--- config.mk ---
export PLATFORM = sky130hd
export DESIGN_NAME = led_row_driver
export DESIGN_NICKNAME = d
export VERILOG_FILES = /design/src/rtl/led_row_driver_pkg.sv /design/src/rtl/led_row_driver.sv
export SDC_FILE = /design/constraint.sdc
export NUM_CORES = 1
export LEC_CHECK = 0
export ABC_AREA = 0
export CORE_MARGIN = 3
export CORE_UTILIZATION = 57
export CTS_BUF_LIST = sky130_fd_sc_hd__clkbuf_2
export CTS_CLUSTER_SIZE = 40
export DETAILED_ROUTE_END_ITERATION = 16
export PLACE_DENSITY = 0.88
export SLEW_MARGIN = 20
export SYNTH_ARGS = -nofsm -noshare
export SYNTH_HDL_FRONTEND = slang
export SYNTH_SLANG_ARGS = --single-unit
--- constraint.sdc ---
create_clock -name clk_in -period 10.15 [get_ports clk_in]
set_input_delay 2.03 -clock clk_in [delete_from_list [all_inputs] [get_ports clk_in]]
set_output_delay 2.03 -clock clk_in [all_outputs]
set_load 0.02 [all_outputs]
--- src/rtl/led_row_driver_pkg.sv ---
// Shared row payload types passed from the pattern generators to the panel driver.
package led_row_driver_pkg;

    localparam int unsigned GL_NUM_COL_PIXELS = 64;

    // One colour plane per primary, one bit per column.
    typedef struct packed {
        logic [GL_NUM_COL_PIXELS-1:0] red;
        logic [GL_NUM_COL_PIXELS-1:0] green;
        logic [GL_NUM_COL_PIXELS-1:0] blue;
    } rgb_t;

    // Top and bottom half-panel rows driven in the same scan slot.
    typedef struct packed {
        rgb_t top;
        rgb_t bot;
    } rgb_row_t;

endpackage

--- src/rtl/led_row_driver.sv ---
// HUB75 row driver: captures one rgb_row_t per handshake, shifts it out MSB
// column first, then blanks, latches and displays it on the addressed row.
module led_row_driver
    import led_row_driver_pkg::*;
#(
    parameter int unsigned CLK_DIV        = 2,
    parameter int unsigned NUM_ROWS       = 16,
    parameter int unsigned BLANK_CYCLES   = 4,
    parameter int unsigned LATCH_CYCLES   = 2,
    parameter int unsigned DISPLAY_CYCLES = 1000,
    localparam int unsigned ADDR_W        = $clog2(NUM_ROWS)
) (
    input  logic              clk_in,
    input  logic              n_reset_in,
    input  rgb_row_t          row_in,
    input  logic              row_valid_in,
    output logic              row_ready_out,
    output logic              r0_out,
    output logic              g0_out,
    output logic              b0_out,
    output logic              r1_out,
    output logic              g1_out,
    output logic              b1_out,
    output logic              sclk_out,
    output logic              latch_out,
    output logic              n_oe_out,
    output logic [ADDR_W-1:0] addr_out,
    output logic              frame_start_out
);

    localparam int unsigned N         = GL_NUM_COL_PIXELS;
    localparam int unsigned COL_W     = (N > 1) ? $clog2(N) : 1;
    localparam int unsigned SHIFT_LEN = 2 * CLK_DIV;
    localparam int unsigned MAX_BL    = (BLANK_CYCLES > LATCH_CYCLES) ? BLANK_CYCLES : LATCH_CYCLES;
    localparam int unsigned MAX_DS    = (DISPLAY_CYCLES > SHIFT_LEN) ? DISPLAY_CYCLES : SHIFT_LEN;
    localparam int unsigned CNT_MAX   = (MAX_BL > MAX_DS) ? MAX_BL : MAX_DS;
    localparam int unsigned CNT_W     = $clog2(CNT_MAX);

    typedef enum logic [2:0] {
        S_IDLE,
        S_SHIFT,
        S_BLANK,
        S_LATCH,
        S_DISPLAY
    } state_t;

    state_t            state;
    rgb_row_t          row_buf;
    logic [COL_W-1:0]  col_idx;
    logic [CNT_W-1:0]  cnt;
    logic [ADDR_W-1:0] row_cnt;
    logic [5:0]        colour_q;

    // Six colour bits of one column, ordered r0 g0 b0 r1 g1 b1.
    function automatic logic [5:0] col_bits(input rgb_row_t r, input logic [COL_W-1:0] i);
        return {r.top.red[i], r.top.green[i], r.top.blue[i],
                r.bot.red[i], r.bot.green[i], r.bot.blue[i]};
    endfunction

    assign {r0_out, g0_out, b0_out, r1_out, g1_out, b1_out} = colour_q;

    // Scan sequencer: every panel pin is produced directly from this register stage.
    always_ff @(posedge clk_in or negedge n_reset_in) begin
        if (!n_reset_in) begin
            state           <= S_IDLE;
            row_buf         <= '0;
            col_idx         <= '0;
            cnt             <= '0;
            row_cnt         <= '0;
            row_ready_out   <= 1'b0;
            colour_q        <= '0;
            sclk_out        <= 1'b0;
            latch_out       <= 1'b0;
            n_oe_out        <= 1'b1;
            addr_out        <= '0;
            frame_start_out <= 1'b0;
        end else begin
            frame_start_out <= 1'b0;
            case (state)
                S_IDLE: begin
                    n_oe_out <= 1'b1;
                    if (row_ready_out && row_valid_in) begin
                        // First column goes out straight from row_in so shifting starts next cycle.
                        row_buf       <= row_in;
                        row_ready_out <= 1'b0;
                        col_idx       <= COL_W'(N - 1);
                        cnt           <= '0;
                        colour_q      <= col_bits(row_in, COL_W'(N - 1));
                        sclk_out      <= 1'b0;
                        state         <= S_SHIFT;
                    end else begin
                        row_ready_out <= 1'b1;
                    end
                end
                S_SHIFT: begin
                    if (cnt == CNT_W'(CLK_DIV - 1)) begin
                        sclk_out <= 1'b1;
                        cnt      <= cnt + CNT_W'(1);
                    end else if (cnt == CNT_W'(SHIFT_LEN - 1)) begin
                        cnt      <= '0;
                        sclk_out <= 1'b0;
                        if (col_idx == '0) begin
                            colour_q        <= '0;
                            addr_out        <= row_cnt;
                            frame_start_out <= (row_cnt == '0);
                            state           <= S_BLANK;
                        end else begin
                            col_idx  <= col_idx - COL_W'(1);
                            colour_q <= col_bits(row_buf, col_idx - COL_W'(1));
                        end
                    end else begin
                        cnt <= cnt + CNT_W'(1);
                    end
                end
                S_BLANK: begin
                    if (cnt == CNT_W'(BLANK_CYCLES - 1)) begin
                        cnt       <= '0;
                        latch_out <= 1'b1;
                        state     <= S_LATCH;
                    end else begin
                        cnt <= cnt + CNT_W'(1);
                    end
                end
                S_LATCH: begin
                    // Latch falls on the same edge the display enables, so they never overlap.
                    if (cnt == CNT_W'(LATCH_CYCLES - 1)) begin
                        cnt       <= '0;
                        latch_out <= 1'b0;
                        n_oe_out  <= 1'b0;
                        state     <= S_DISPLAY;
                    end else begin
                        cnt <= cnt + CNT_W'(1);
                    end
                end
                S_DISPLAY: begin
                    if (cnt == CNT_W'(DISPLAY_CYCLES - 1)) begin
                        cnt           <= '0;
                        n_oe_out      <= 1'b1;
                        row_ready_out <= 1'b1;
                        row_cnt       <= (row_cnt == ADDR_W'(NUM_ROWS - 1)) ? '0 : row_cnt + ADDR_W'(1);
                        state         <= S_IDLE;
                    end else begin
                        cnt <= cnt + CNT_W'(1);
                    end
                end
                default: begin
                    state <= S_IDLE;
                end
            endcase
        end
    end

endmodule
# Word-level counts from Yosys, hierarchy flattened
# Cells that the tools add are included.
# op_classes
order_cmp,1
n_eq_ne,17
reduce_logical,20
mux,52
n_bitwise,1
add_sub_neg,3
# ops
operator,count
$mux 10,5
$pmux 10 s5,1
$mux 6,8
$bmux 1 s6,6
$pmux 6 s2,2
$mux 3,7
$mux 1,17
$ne 2x2->1 const B,8
$pmux 3 s5,1
$add 10x1->10 const B,1
$eq 10x1->1 const B,1
$eq 10x10->1 const B,1
$eq 10x2->1 const B,1
$reduce_and 3->1,3
$reduce_and 2->1,4
$reduce_and 4->1,2
$lt 6x7->1 const B,1
$reduce_and 7->1,1
$eq 3x2->1 const B,2
$logic_not 6->1,1
$pmux 1 s2,3
$reduce_bool 2->1,3
$sub 6x1->6 const B,1
$reduce_and 5->1,1
13 further kinds,13
# word_totals
inputBits,387
ff_bits,422
wordCells,111

# Logic depth before layout (Yosys ltp)
# logic_depth
word_depth,7
mapped_depth,15
ltp_nobuf,8

# Worst setup path after synthesis
# OpenSTA, ideal clock, no wires.
# synth_path
path_type,reg2reg
start,reg col_idx[0]
end,reg colour_q[4]
arrival_ns,3.309
path_slack_ns,6.715
setup_time_ns,0.126
stages_incl_launch_ff,13
cell_sequence,dfrtp_1 -> buf_2 -> buf_4 -> clkinv_1 -> clkbuf_1 -> ha_1 -> buf_2 -> clkbuf_1 -> mux4_2 -> a211oi_1 -> a2111oi_0 -> or4_1 -> a221o_1
# synth_via
elab_chain_len,7
# synth_lines
item,line_no,text
"start, declared",led_row_driver.sv:49,logic [COL_W-1:0] col_idx;
"start signal, assigned",led_row_driver.sv:86,col_idx <= COL_W'(N - 1);
"start signal, assigned",led_row_driver.sv:108,col_idx <= col_idx - COL_W'(1);
$sub 6x1->6,led_row_driver.sv:109,"colour_q <= col_bits(row_buf, col_idx - COL_W'(1));"
$bmux 1 s6,led_row_driver.sv:56,"return {r.top.red[i], r.top.green[i], r.top.blue[i],"
$mux 1 (not written as such),led_row_driver.sv:56,
$mux 6 (*),led_row_driver.sv:102,if (col_idx == '0) begin
$mux 6 (*),led_row_driver.sv:99,end else if (cnt == CNT_W'(SHIFT_LEN - 1)) begin
$mux 6 (*),led_row_driver.sv:96,if (cnt == CNT_W'(CLK_DIV - 1)) begin
$pmux 6 s2 (*),led_row_driver.sv:79,case (state)
"end signal, assigned",led_row_driver.sv:88,"colour_q <= col_bits(row_in, COL_W'(N - 1));"
"end signal, assigned",led_row_driver.sv:109,
"end, declared",led_row_driver.sv:52,logic [5:0] colour_q;
# Mark *: on every way between the ends. The rest lies on a longest branch, timed or not. The select of a mux whose other input is x is not followed.
# A chain may end at the register's enable or synchronous reset.

# Final worst setup path
# Same ends and word-level chain as after synthesis.

==> metrics.yaml <==
yosys_register_bits: 422
n_fill_cell: 2242
cts_setup_buffers: 0
htree_levels: 3
rrSetupSlack_ns: 4.45
dr.pass1.iters: 6
rows: 67
port_buffers: 401
ys_top_cells_by_count: "nand2_1 (1243), dfrtp_1 (421), clkbuf_1 (100)"
gp_congestion: 0.8847
crit_start: "col_idx[0]$_DFFE_PN0P_"
cts_resized: 0
ys_seq_area_frac: 0.5415
ios: 402
hpwl_um: 38970
groute.usage.overall: 0.3167
grt_first_pass_wirelength_um: 90780
period_needed_ns: 5.700
fin_skew_ns: 0.05248
p_leak_nw: 12.25
drive_above_1_share: 0.1105
yosysTopAreaCellShare: 0.5402
end_kind: "flop"
cts.path.max_buffers: 3
fmax_ghz: 0.1755
netlist_area_mm2: 0.01950
final.setup.tns_ns: 0
setup_viol: 0
arrival_ns: 6.62
cp_max_fo: 50
die_w_um: 191.0
relSlewSlack: 0.1983
worstSetupEndpoint: "colour_q[4]$_DFFE_PN0P_"
status: "complete, no violations"
hold_buffers: 0
timing.rr.start: "col_idx[0]$_DFFE_PN0P_"
yosysMostFrequentCell: "nand2_1"
final_util: 0.7381
clkSlewWorstSetupHoldPaths_ns: 0.13
die_height_um: 191.0
async_reset_ff_frac: 1.000
syn_nets: 2512
rr_endpoint: "colour_q[4]$_DFFE_PN0P_"
coreArea_mm2: 0.03362
ys_types: 59
tightestPinTransition_ns: 1.194
die_area_mm2: 0.03647
ant_nets: 0
rr_worst_depth: 9
timing.final.crit_share: 0.5615
cts_made_buffers: 102
yosys.area.top_type: "dfrtp_1"
required_ns: 11.07
hold_viol_final: 0
viasPerCell: 5.602
syn_area_per_cell_um2: 9.204
initial_core_util: 0.5802
grt_overflow_total: 0
synth-main-ff-cell: "dfrtp_1"
yosys-top-cells-area: "dfrtp_1 (54%), nand2_1 (24%), mux4_2 (11%)"
num_vias: 17087
clock_latency_ns: 1.03
clockRootBuffer: "clkbuf_2"
drt-total-wl_um: 57370
drt_iter0_drc: 1611
cts_tree: "built"
maxSlewViolCount: 0
nets: 2907
antenna_found_initial: 12
cts.sinks: 422
path_class: "flop to flop"
ir_drop_mv: 0.1461
start_kind: "flop"
p_per_area_mw_per_mm2: 259.6
drc: 0
postSynthCellCount: 2119
maxCapViolCount: 0
rsz0062_at_grt: "false"
ys_warn_count: 0
hold_path_class: "flop to flop"
grt_start_max_net_pins: 258
first_global_vias: 17694
synth_edf_count: 0
area_growth_pct: 27.21
wl_per_cell_um: 18.81
cell families (layout without fill, tap and decap cells):
logic type,after synthesis,in the layout,synth area share
compound gates,96,96,0.03471
xor+xnor,10,10,0.004876
fa+ha+maj,6,6,0.003849
buf+inv,134,604,0.02835
flops,422,422,0.5415
mux,116,116,0.1214
other cells,0,13,0
simple gates,1335,1335,0.2653
registers in the layout, indices dropped and copies added, names as in the netlist:
name / flops
frame_start_out: 1
row_ready_out: 1
sclk_out: 1
cnt: 10
addr_out: 4
state: 3
n_oe_out: 1
colour_q: 6
row_cnt: 4
col_idx: 6
row_buf: 384
latch_out: 1
cells in the final DEF (no fill, tap or decap), types with 2 or more instances in the layout:
cell type and instances:
nand2_1 1243, dfrtp_1 420, clkdlybuf4s50_1 400, clkbuf_2 144, mux4_2 96, clkinv_1 27
o21ai_0 27, nand3_1 25, nor2_1 22, a21oi_1 17, mux2i_1 16, diode_2 13
buf_4 11, inv_1 8, xnor2_1 6, a31oi_1 6, a311oi_1 6, nand4_1 6
a32oi_1 6, a32o_1 6, nor4_1 5, o2111a_1 5, ha_1 5, or4_1 4
and2_1 4, mux2_2 4, a21o_1 4, and3_1 4, bufinv_16 4, nor3_1 3
a22o_1 3, clkinv_2 3, nand3b_1 2, nor4b_1 2, nor3_2 2, xor2_1 2
a211oi_1 2, a2111oi_0 2, o21a_1 2, buf_12 2
where the power goes:
part | switching, mW | internal, mW | total, mW
Combinational | 1.27 | 1.12 | 2.38
Sequential | 0.477 | 2.42 | 2.89
Clock | 0.686 | 0.482 | 1.17
Total | 2.43 | 4.01 | 6.44
worst min path at each step:
stage / start / end / slack, ns / depth (start not counted)
2_1_floorplan: row_buf[101]$_DFFE_PN0P_ / row_buf[101]$_DFFE_PN0P_ / 0.44 / 2
3_3_place_gp: row_buf[249]$_DFFE_PN0P_ / row_buf[249]$_DFFE_PN0P_ / 0.45 / 2
3_5_place_dp: row_buf[277]$_DFFE_PN0P_ / row_buf[277]$_DFFE_PN0P_ / 0.46 / 2
4_1_cts: row_buf[268]$_DFFE_PN0P_ / row_buf[268]$_DFFE_PN0P_ / 0.48 / 2
5_1_grt: row_buf[71]$_DFFE_PN0P_ / row_buf[71]$_DFFE_PN0P_ / 0.50 / 2
6_report: row_buf[128]$_DFFE_PN0P_ / row_buf[128]$_DFFE_PN0P_ / 0.48 / 2
area by class of cell:
| type | count | area [um2] | area share |
|---|---|---|---|
| clock inverters | 35 | 244.0 | 0.009834 |
| well taps | 448 | 560.5 | 0.02259 |
| multi-input cells | 1563 | 8474 | 0.3416 |
| flip-flops and latches | 422 | 10570 | 0.4258 |
| inverters | 9 | 33.78 | 0.001362 |
| repair buffers | 416 | 4180 | 0.1685 |
| clock buffers | 144 | 720.7 | 0.02905 |
| diodes | 13 | 32.53 | 0.001311 |
metal layers:
metal | up-vias | share of wire | GRT usage
met1 | 8287 | 0.39 | 0.4202
met5 | - | 0.00033 | 0
met3 | 158 | 0.089 | 0.07134
met2 | 917 | 0.48 | 0.5066
li1 | 7723 | - | -
met4 | 2 | 0.041 | 0.1408
through the flow:
step           total power [mW]  instance area [um2]  instances  worst slack, ns  hold slack [ns]
6_report                  6.442                24810       3050            4.450           0.4806
5_1_grt                   6.901                24800       3047            4.198           0.4979
4_1_cts                   6.440                24750       3036            4.454           0.4832
3_5_place_dp              5.256                23780       2857            4.508           0.4566
3_3_place_gp              5.099                23770       2856            4.666           0.4515
2_1_floorplan             4.453                19500       2119            6.715           0.4403
critical path, cell delays in order (launching register included):
cell	delay (ns)
dfrtp_4	1.09
clkinv_1	0.94
ha_4	1.06
buf_4	0.73
mux4_2	0.42
nand2_1	0.11
nand2_1	0.09
o2111a_1	0.22
or4_1	0.54
a221o_1	0.36
Power figures use the tool's default switching activity.
